`src/rtl/c1_wait_pkg.sv`:
```
// rtl/c1_wait_pkg.sv - shared state type and sizing helpers for the 68K wait-state generator
package c1_wait_pkg;

  typedef enum logic [2:0] {
    ST_IDLE,
    ST_WAIT,
    ST_EXT,
    ST_ACK,
    ST_ERR
  } wait_state_t;

  // Zone index width; the extra code NUM_ZONES means "no zone / unmapped".
  function automatic int idx_w(input int num_zones);
    return $clog2(num_zones + 1);
  endfunction

  function automatic int timeout_w(input int timeout_cyc);
    return $clog2(timeout_cyc + 1);
  endfunction

endpackage

```
`src/rtl/c1_zone_prio.sv`:
```
// rtl/c1_zone_prio.sv - priority encoder of active-low zone selects plus per-zone wait/ext mux
module c1_zone_prio
  import c1_wait_pkg::*;
#(
  parameter int NUM_ZONES     = 4,
  parameter int CNT_W         = 4,
  parameter int UNMAPPED_WAIT = 0,
  parameter bit UNMAPPED_EXT  = 1'b0,
  parameter int IDX_W         = idx_w(NUM_ZONES)
) (
  input  logic [NUM_ZONES-1:0]       nZONE,
  input  logic [NUM_ZONES*CNT_W-1:0] WAIT_CFG,
  input  logic [NUM_ZONES-1:0]       EXT_EN,
  output logic [IDX_W-1:0]           zone_idx,
  output logic [CNT_W-1:0]           zone_wait,
  output logic                       zone_ext
);

  // Scan from the top so the lowest active index is the one left standing.
  always_comb begin
    zone_idx  = IDX_W'(NUM_ZONES);
    zone_wait = CNT_W'(UNMAPPED_WAIT);
    zone_ext  = UNMAPPED_EXT;
    for (int z = NUM_ZONES - 1; z >= 0; z--) begin
      if (!nZONE[z]) begin
        zone_idx  = IDX_W'(z);
        zone_wait = WAIT_CFG[z*CNT_W +: CNT_W];
        zone_ext  = EXT_EN[z];
      end
    end
  end

endmodule

```
`src/rtl/c1_wait_gen.sv`:
```
// rtl/c1_wait_gen.sv - 68K DTACK wait-state generator for N decoded zones
// C1_WAIT_BERR_EN enables the bus-error watchdog (nBERR); otherwise nBERR is tied high.
module c1_wait_gen
  import c1_wait_pkg::*;
#(
  parameter int NUM_ZONES    = 4,
  parameter int CNT_W        = 4,
  parameter int DEFAULT_WAIT = 0,
  parameter int TIMEOUT_CYC  = 255
) (
  input  logic                          CLK_68KCLK,
  input  logic                          RESET,
  input  logic                          nAS,
  input  logic [NUM_ZONES-1:0]          nZONE,
  input  logic [NUM_ZONES*CNT_W-1:0]    WAIT_CFG,
  input  logic [NUM_ZONES-1:0]          EXT_EN,
  input  logic                          PDTACK,
  output logic                          nDTACK,
  output logic                          nBERR,
  output logic [idx_w(NUM_ZONES)-1:0]   ACT_ZONE,
  output logic                          BUSY
);

  localparam int IDX_W = idx_w(NUM_ZONES);

`ifdef C1_WAIT_BERR_EN
  localparam bit UNMAPPED_EXT  = 1'b1;
  localparam int UNMAPPED_WAIT = 0;
`else
  localparam bit UNMAPPED_EXT  = 1'b0;
  localparam int UNMAPPED_WAIT = DEFAULT_WAIT;
`endif

  wait_state_t      state, state_nxt;
  logic [CNT_W-1:0] cnt, cnt_nxt;
  logic             ext_q, ext_nxt;
  logic [IDX_W-1:0] zone_q, zone_nxt;
  logic [IDX_W-1:0] pick_idx;
  logic [CNT_W-1:0] pick_wait;
  logic             pick_ext;
  logic             bypass;
  logic             wd_hit;

  c1_zone_prio #(
    .NUM_ZONES    (NUM_ZONES),
    .CNT_W        (CNT_W),
    .UNMAPPED_WAIT(UNMAPPED_WAIT),
    .UNMAPPED_EXT (UNMAPPED_EXT),
    .IDX_W        (IDX_W)
  ) u_prio (
    .nZONE    (nZONE),
    .WAIT_CFG (WAIT_CFG),
    .EXT_EN   (EXT_EN),
    .zone_idx (pick_idx),
    .zone_wait(pick_wait),
    .zone_ext (pick_ext)
  );

`ifdef C1_WAIT_BERR_EN
  localparam int WD_W = timeout_w(TIMEOUT_CYC);
  logic [WD_W-1:0] wd;
  logic            berr_n_q;

  // Counts edges spent in WAIT/EXT since capture; hit fires on the edge that reaches the limit.
  always_ff @(posedge CLK_68KCLK) begin
    if (RESET || state == ST_IDLE) wd <= '0;
    else if (state == ST_WAIT || state == ST_EXT) wd <= wd + WD_W'(1);
  end

  assign wd_hit = (wd == WD_W'(TIMEOUT_CYC - 1));

  always_ff @(posedge CLK_68KCLK) begin
    if (RESET) berr_n_q <= 1'b1;
    else       berr_n_q <= (state_nxt != ST_ERR);
  end

  assign nBERR = berr_n_q;
`else
  assign wd_hit = 1'b0;
  assign nBERR  = 1'b1;
`endif

  always_comb begin
    state_nxt = state;
    cnt_nxt   = cnt;
    ext_nxt   = ext_q;
    zone_nxt  = zone_q;
    case (state)
      ST_IDLE: begin
        if (!nAS) begin
          zone_nxt = pick_idx;
          cnt_nxt  = pick_wait;
          ext_nxt  = pick_ext;
          if (pick_wait != '0) state_nxt = ST_WAIT;
          else if (pick_ext)   state_nxt = ST_EXT;
          else                 state_nxt = ST_ACK;
        end
      end
      ST_WAIT: begin
        cnt_nxt = cnt - CNT_W'(1);
        if (cnt == CNT_W'(1)) state_nxt = ext_q ? ST_EXT : ST_ACK;
        else if (wd_hit)      state_nxt = ST_ERR;
      end
      ST_EXT: begin
        if (PDTACK)      state_nxt = ST_ACK;
        else if (wd_hit) state_nxt = ST_ERR;
      end
      ST_ACK, ST_ERR: ;
      default: state_nxt = ST_IDLE;
    endcase
    // Strobe release ends any captured cycle; zone stays latched for debug.
    if (state != ST_IDLE && nAS) begin
      state_nxt = ST_IDLE;
      cnt_nxt   = '0;
    end
  end

  always_ff @(posedge CLK_68KCLK) begin
    if (RESET) begin
      state  <= ST_IDLE;
      cnt    <= '0;
      ext_q  <= 1'b0;
      zone_q <= IDX_W'(NUM_ZONES);
    end else begin
      state  <= state_nxt;
      cnt    <= cnt_nxt;
      ext_q  <= ext_nxt;
      zone_q <= zone_nxt;
    end
  end

  // Zero-wait zones acknowledge straight off nAS, before the capture edge.
  assign bypass   = (state == ST_IDLE) && (pick_wait == '0) && !pick_ext;
  assign nDTACK   = nAS | RESET | ~((state == ST_ACK) | bypass);
  assign ACT_ZONE = zone_q;
  assign BUSY     = (state != ST_IDLE);

endmodule
```
`config.mk`:
```
export PLATFORM = sky130hd
export DESIGN_NAME = c1_wait_gen
export DESIGN_NICKNAME = d
export VERILOG_FILES = /design/src/rtl/c1_wait_pkg.sv /design/src/rtl/c1_zone_prio.sv /design/src/rtl/c1_wait_gen.sv
export SDC_FILE = /design/constraint.sdc
export NUM_CORES = 1
export LEC_CHECK = 0
export ABC_AREA = 1
export BUFFER_PORTS_ARGS = -buffer_cell sky130_fd_sc_hd__buf_2
export CAP_MARGIN = 0
export CORE_MARGIN = 3
export CORE_UTILIZATION = 47
export CTS_CLUSTER_SIZE = 20
export DETAILED_ROUTE_END_ITERATION = 10
export PLACE_DENSITY = 0.79
export SLEW_MARGIN = 0
export SYNTH_ARGS = -nofsm -noshare
export SYNTH_HDL_FRONTEND = slang
export SYNTH_SLANG_ARGS = --single-unit
```
`constraint.sdc`:
```
create_clock -name CLK_68KCLK -period 2.3 [get_ports CLK_68KCLK]
set_clock_uncertainty 0.2 [all_clocks]
set_input_delay 0.23 -clock CLK_68KCLK [delete_from_list [all_inputs] [get_ports CLK_68KCLK]]
set_output_delay 0.23 -clock CLK_68KCLK [all_outputs]
set_load 0.05 [all_outputs]
```
==> impl_metrics.env, run 1 <==
export IMPL_post_cts_buffers=0
export IMPL_fmax_mhz=502.2
export IMPL_hold_end="ACT_ZONE[2]$_SDFFE_PP1P_"
export IMPL_syn_area_um2=854.6
export IMPL_grt_overflow=0
export IMPL_io_pins=34
export IMPL_initial_core_util_pct=53.03
export IMPL_setup_worst_path_start_class="flip-flop"
export IMPL_cts_buffers=3
export IMPL_r2r_cells=5
export IMPL_peakVddDrop_mv=0.8526
export IMPL_cp_max_fo=6
export IMPL_fin_crit_ps=1991
export IMPL_synthMuxAreaShare_pct=0
export IMPL_fillers=157
export IMPL_final_cell_mix="nand2_1 (35), buf_2 (32), inv_1 (15)"
export IMPL_hp_class="in2reg"
export IMPL_ys_warn_count=0
export IMPL_ys_types=26
export IMPL_setup_viol=0
export IMPL_path_class="reg2out"
export IMPL_clkLatencyLatePin_ps=270
export IMPL_rr_startpoint="state[0]$_SDFFE_PP0P_"
export IMPL_drv_cap=0
export IMPL_worstMarginPinSlew_ps=527.4
export IMPL_design_die_area_um2=2366
export IMPL_finalNetCount=205
export IMPL_netlist_instances=135
export IMPL_synthXorXnorAreaFrac_pct=1.025
export IMPL_slowest_stage="dfxtp_1"
export IMPL_antenna_found_initial=0
export IMPL_grt_usage_pct=17.78
export IMPL_grt_start_max_net_pins=11
export IMPL_cp_cell_sequence="inv_1 > ha_1 > nand3_2 > o21ai_1 > nand3_1 > buf_2"
export IMPL_wire_per_inst_um=10.50
export IMPL_numPortBuffers=32
export IMPL_synth_top_family_by_area="simple AND/OR/NAND/NOR gates"
export IMPL_dp_hpwl_um=1674
export IMPL_wirelength_um=2026
export IMPL_leakage_uw=0.0005505
export IMPL_reg2reg_slack_ps=420
export IMPL_mostFrequentLayoutCell="nand2_1"
export IMPL_ys_ff_latch=10
export IMPL_cts_tree="built"
export IMPL_cts_root_buf="clkbuf_4"
export IMPL_htree_levels=1
export IMPL_cp_arrival_ps=1560
export IMPL_drive_above_1_share_pct=28.99
export IMPL_syn_avg_cell_area_um2=6.330
export IMPL_vias=936
export IMPL_die_w_um=48.64
export IMPL_finalCritPeriodShare_pct=86.57
export IMPL_hold_depth=3
export IMPL_required_ps=1870
export IMPL_dp_cells=188
export IMPL_fin_util_pct=66.30
export IMPL_crit_path_end_kind="primary output"
export IMPL_first_global_vias=843
export IMPL_hp_start="nZONE[3]"
export IMPL_synthAdderAreaFrac_pct=10.25
export IMPL_grt_pass1_wl_um=3374
export IMPL_place_congestion=0.8611
export IMPL_final_hold_viol_count=0
export IMPL_diodes=0
export IMPL_row_count=14
export IMPL_core_area_um2=1612
export IMPL_clkTransAtPathRegs_ps=70
export IMPL_die_height_um=48.64
export IMPL_maxSlewHeadroom_pct=64.61
export IMPL_status="complete, no violations"
export IMPL_drt_iter0_drc=23
export IMPL_drt_pre_antenna_iters=4
export IMPL_power_density_nw_per_um2=950.8
export IMPL_synth_compound_area_share_pct=17.86
export IMPL_yosysSeqAreaShare_pct=23.43
export IMPL_cpPeakStageDelay_ps=420
export IMPL_synth_nets=170
export IMPL_syn_to_final_growth_pct=25.04
export IMPL_ant_nets=0
export IMPL_clock_path_buffers=2
export IMPL_vias_per_cell=4.850
export IMPL_drv_slew=0
export IMPL_r2r_end="cnt[1]$_SDFFE_PP0P_"
export IMPL_drt_drc_violations_left=0
export IMPL_tns_ps=0
export IMPL_cts_sinks=10
export IMPL_postCtsResizedCells=0
export IMPL_rsz0062_at_grt="false"
export IMPL_fin_cells=193
export IMPL_synth_simple_gate_area_share_pct=36.02
==> critical path, delay by kind of cell, from the launching register on <==
| family | cells | cell delay, ps |
|---|---|---|
| compound gates | 1 | 60 |
| fa+ha+maj | 1 | 280 |
| buf+inv | 2 | 350 |
| flops | 1 | 420 |
| simple gates | 2 | 180 |
==> synthesized netlist by cell type <==
cell | instances | share of area [%]
nand2_2 | 3 | 2.2
inv_2 | 4 | 1.8
nor2_2 | 2 | 1.5
o2111ai_1 | 1 | 1.0
a21oi_2 | 1 | 1.0
conb_1 | 1 | 0.44
a221oi_1 | 2 | 2.1
a21oi_1 | 10 | 5.9
buf_6 | 1 | 1.3
o211ai_1 | 3 | 2.6
nand3_1 | 11 | 6.4
buf_4 | 1 | 0.88
ha_1 | 7 | 10
a21o_1 | 1 | 0.88
xnor2_1 | 1 | 1.0
inv_1 | 15 | 6.6
o21ai_0 | 2 | 1.2
nor2_4 | 2 | 2.6
nand2_1 | 35 | 15
a22oi_1 | 1 | 0.88
nor3_1 | 1 | 0.59
nor2_1 | 14 | 6.1
dfxtp_1 | 10 | 23
o21ai_1 | 4 | 2.3
nand3_2 | 1 | 1.2
clkbuf_1 | 1 | 0.44
==> layout make-up <==
cell class | instances | area [um^2] | share of cell area, %
multi-input cells | 103 | 560.5 | 52.46
flip-flops and latches | 10 | 200.2 | 18.74
repair buffers | 33 | 170.2 | 15.93
inverters | 19 | 71.32 | 6.675
clock buffers | 4 | 36.28 | 3.396
well taps | 24 | 30.03 | 2.810
==> flip-flops by register name, summed over array words and instances (netlist names) <==
| signal | cells |
|---|---|
| state | 2 |
| ext_q | 1 |
| ACT_ZONE | 3 |
| cnt | 4 |
==> worst max-delay path by stage <==
| stage | startpoint | slack, ps | endpoint | depth (start not counted) |
|---|---|---|---|---|
| global placement | state[0]$_SDFFE_PP0P_ | 510 | cnt[1]$_SDFFE_PP0P_ | 5 |
| CTS | state[0]$_SDFFE_PP0P_ | 300 | nDTACK | 6 |
| detailed placement | state[0]$_SDFFE_PP0P_ | 460 | cnt[1]$_SDFFE_PP0P_ | 5 |
| finish | state[0]$_SDFFE_PP0P_ | 310 | nDTACK | 6 |
| global route | state[0]$_SDFFE_PP0P_ | 230 | nDTACK | 6 |
| floorplan | nZONE[1] | 570 | nDTACK | 9 |
==> stage by stage <==
stage | power (uW) | setup WS [ps] | cell area [um^2] | hold WS, ps
2_1_floorplan | 735.0 | 572.7 | 854.6 | 99.07
3_3_place_gp | 846.3 | 506.6 | 1022 | 249.2
5_1_grt | 1119 | 226.0 | 1069 | 44.77
3_5_place_dp | 855.7 | 461.8 | 1022 | 253.2
4_1_cts | 1024 | 302.9 | 1069 | 29.96
6_report | 1016 | 308.9 | 1069 | 37.34
==> cell families (layout without fill, tap and decap cells) <==
| logic type | after synthesis | after routing |
|---|---|---|
| xor+xnor | 1 | 1 |
| simple gates | 69 | 69 |
| buf+inv | 22 | 56 |
| other cells | 1 | 1 |
| compound gates | 25 | 25 |
| fa+ha+maj | 7 | 7 |
| flops | 10 | 10 |
==> power breakdown <==
part           switching, uW  internal, uW
registers               45.5           230
clock network           64.2          96.2
logic                    377           203
total                    487           529
==> layer usage <==
layer	up-vias	track usage [%]	wire length [um]
met5	-	0	0
met4	0	6.161	13
met3	2	6.135	115
met2	18	30.77	1039
met1	412	20.11	857
li1	504	-	-
==> what timing repair did <==
action | 4_1_cts | 5_1_grt
setup endpoints to repair | 0 | 0
hold buffers | 1 | 0
endpoints found under the hold margin | 2 | 0
Note: power is estimated with default switching activity, not from simulation.
==> run 2, diff against run 1 <==
==> constraint.sdc (replaced) <==
create_clock -name CLK_68KCLK -period 2 [get_ports CLK_68KCLK]
set_clock_uncertainty 0.2 [all_clocks]
set_input_delay 0.2 -clock CLK_68KCLK [delete_from_list [all_inputs] [get_ports CLK_68KCLK]]
set_output_delay 0.2 -clock CLK_68KCLK [all_outputs]
set_load 0.05 [all_outputs]
==> run 2 against run 1 <==
Register-to-register slack worse by 120 ps. Routed wire length up 4.5%. Critical endpoint unchanged. Critical path type unchanged. First-iteration DRC count down 8.7%. Hold slack worse by 26 ps. Flip-flop and latch count unchanged. Sequential share of layout area down 0.22 points. Global-route usage about the same. Via count up 4.5%.
==> impl_metrics.env, run 2 (same netlist as run 1, synthesis figures left out) <==
export IMPL_grt_overflow=0
export IMPL_drv_cap=0
export IMPL_required_ps=1600
export IMPL_fin_crit_ps=1910
export IMPL_ant_nets=0
export IMPL_clkTransAtPathRegs_ps=80
export IMPL_clkLatencyLatePin_ps=270
export IMPL_design_die_area_um2=2366
export IMPL_row_count=14
export IMPL_grt_start_max_net_pins=11
export IMPL_clock_path_buffers=2
export IMPL_mostFrequentLayoutCell="nand2_1"
export IMPL_finalPower_uw=1212
export IMPL_drt_pre_antenna_iters=4
export IMPL_dp_cells=189
export IMPL_power_density_nw_per_um2=1121
export IMPL_fillers=167
export IMPL_cts_buffers=3
export IMPL_tns_ps=0
export IMPL_vias=978
export IMPL_grt_pass1_wl_um=3429
export IMPL_place_congestion=0.8627
export IMPL_drt_iter0_drc=21
export IMPL_maxSlewHeadroom_pct=63.65
export IMPL_vias_per_cell=5.041
export IMPL_dp_hpwl_um=1700
export IMPL_wirelength_um=2118
export IMPL_final_cell_mix="nand2_1 (35), buf_2 (31), inv_1 (15)"
export IMPL_drv_slew=0
export IMPL_crit_path_end_kind="primary output"
export IMPL_drt_drc_violations_left=0
export IMPL_timing_final_ws_setup_ps=90.12
export IMPL_hp_class="in2reg"
export IMPL_regMostFlops="cnt"
export IMPL_die_w_um=48.64
export IMPL_setup_worst_path_start_class="flip-flop"
export IMPL_cts_tree="built"
export IMPL_diodes=0
export IMPL_io_pins=34
export IMPL_cts_sinks=10
export IMPL_peakVddDrop_mv=0.8503
export IMPL_drive_above_1_share_pct=30.00
export IMPL_numPortBuffers=32
export IMPL_setup_viol=0
export IMPL_cts_root_buf="clkbuf_4"
export IMPL_rsz0062_at_grt="false"
export IMPL_wire_per_inst_um=10.92
export IMPL_fin_cells=194
export IMPL_status="complete, no violations"
export IMPL_syn_to_final_growth_pct=26.50
export IMPL_leakage_uw=0.0005563
export IMPL_post_cts_buffers=0
export IMPL_fmax_mhz=523.6
export IMPL_final_hold_viol_count=0
export IMPL_core_area_um2=1612
export IMPL_cp_arrival_ps=1510
export IMPL_path_class="reg2out"
export IMPL_cp_max_fo=6
export IMPL_place_ws_ps=253.4
export IMPL_die_height_um=48.64
export IMPL_grt_usage_pct=17.77
export IMPL_largest_reg_flops=4
export IMPL_worstMarginPinSlew_ps=541.6
export IMPL_antenna_found_initial=0
export IMPL_hold_slack_ps=11.11
export IMPL_htree_levels=1
export IMPL_finalCritPeriodShare_pct=95.49
export IMPL_initial_core_util_pct=53.03
export IMPL_finalNetCount=206
export IMPL_first_global_vias=865
[run 2: changes by cell type in the layout (fill, tap and decap cells not counted), sizes merged]
cell    change
clkbuf      +1
[run 2: repair_timing]
item / in CTS / in global routing
hold endpoints to repair: 3 / 0
resized for setup: 0 / 2
setup endpoints to repair: 0 / 1
hold buffers: 1 / 0
[run 2: cell type report]
cell class / count / area, um^2 / area share, %
multi-input cells: 103 / 563.0 / 52.08
inverters: 19 / 71.32 / 6.597
clock buffers: 4 / 36.28 / 3.356
well taps: 24 / 30.03 / 2.778
flip-flops and latches: 10 / 200.2 / 18.52
repair buffers: 34 / 180.2 / 16.67
[run 2: path summary, 6_finish.rpt]
kind,slack (ps),from,depth (start not counted),to
hold / removal,10,nZONE[3],3,ACT_ZONE[2]$_SDFFE_PP1P_
setup / recovery,90,state[0]$_SDFFE_PP0P_,6,nDTACK
hold reg to reg,280,ACT_ZONE[0]$_SDFFE_PP0P_,2,ACT_ZONE[0]$_SDFFE_PP0P_
setup reg to reg,300,state[1]$_SDFFE_PP0P_,7,state[1]$_SDFFE_PP0P_
[run 2: power breakdown]
part / switching, uW / internal [uW] / total [uW]
Combinational: 443 / 256 / 699
Sequential: 52.3 / 265 / 317
Clock: 85.2 / 111 / 196
[run 2: metal layers]
metal | vias to the layer above | share of wire, % | GRT usage, %
met1 | 444 | 43 | 21.19
met4 | 0 | 2.0 | 8.057
li1 | 502 | - | -
met5 | - | 0 | 0
met3 | 6 | 4.2 | 2.147
met2 | 26 | 50 | 31.45
[run 2: critical path, stage by stage (launching register included)]
cell and delay, ps:
dfxtp_1 360, inv_1 110, ha_2 260, nand3_2 100
o21ai_1 120, nand3_1 80, clkbuf_4 220
[run 2: stage by stage]
| step | instance area, um^2 | utilization [%] |
|---|---|---|
| 6_report | 1081 | 67.08 |
| 5_1_grt | 1081 | 67.08 |
| 4_1_cts | 1076 | 66.77 |
| 3_5_place_dp | 1030 | 63.90 |
| 3_3_place_gp | 1030 | 63.90 |
| 2_1_floorplan | 854.6 | - |
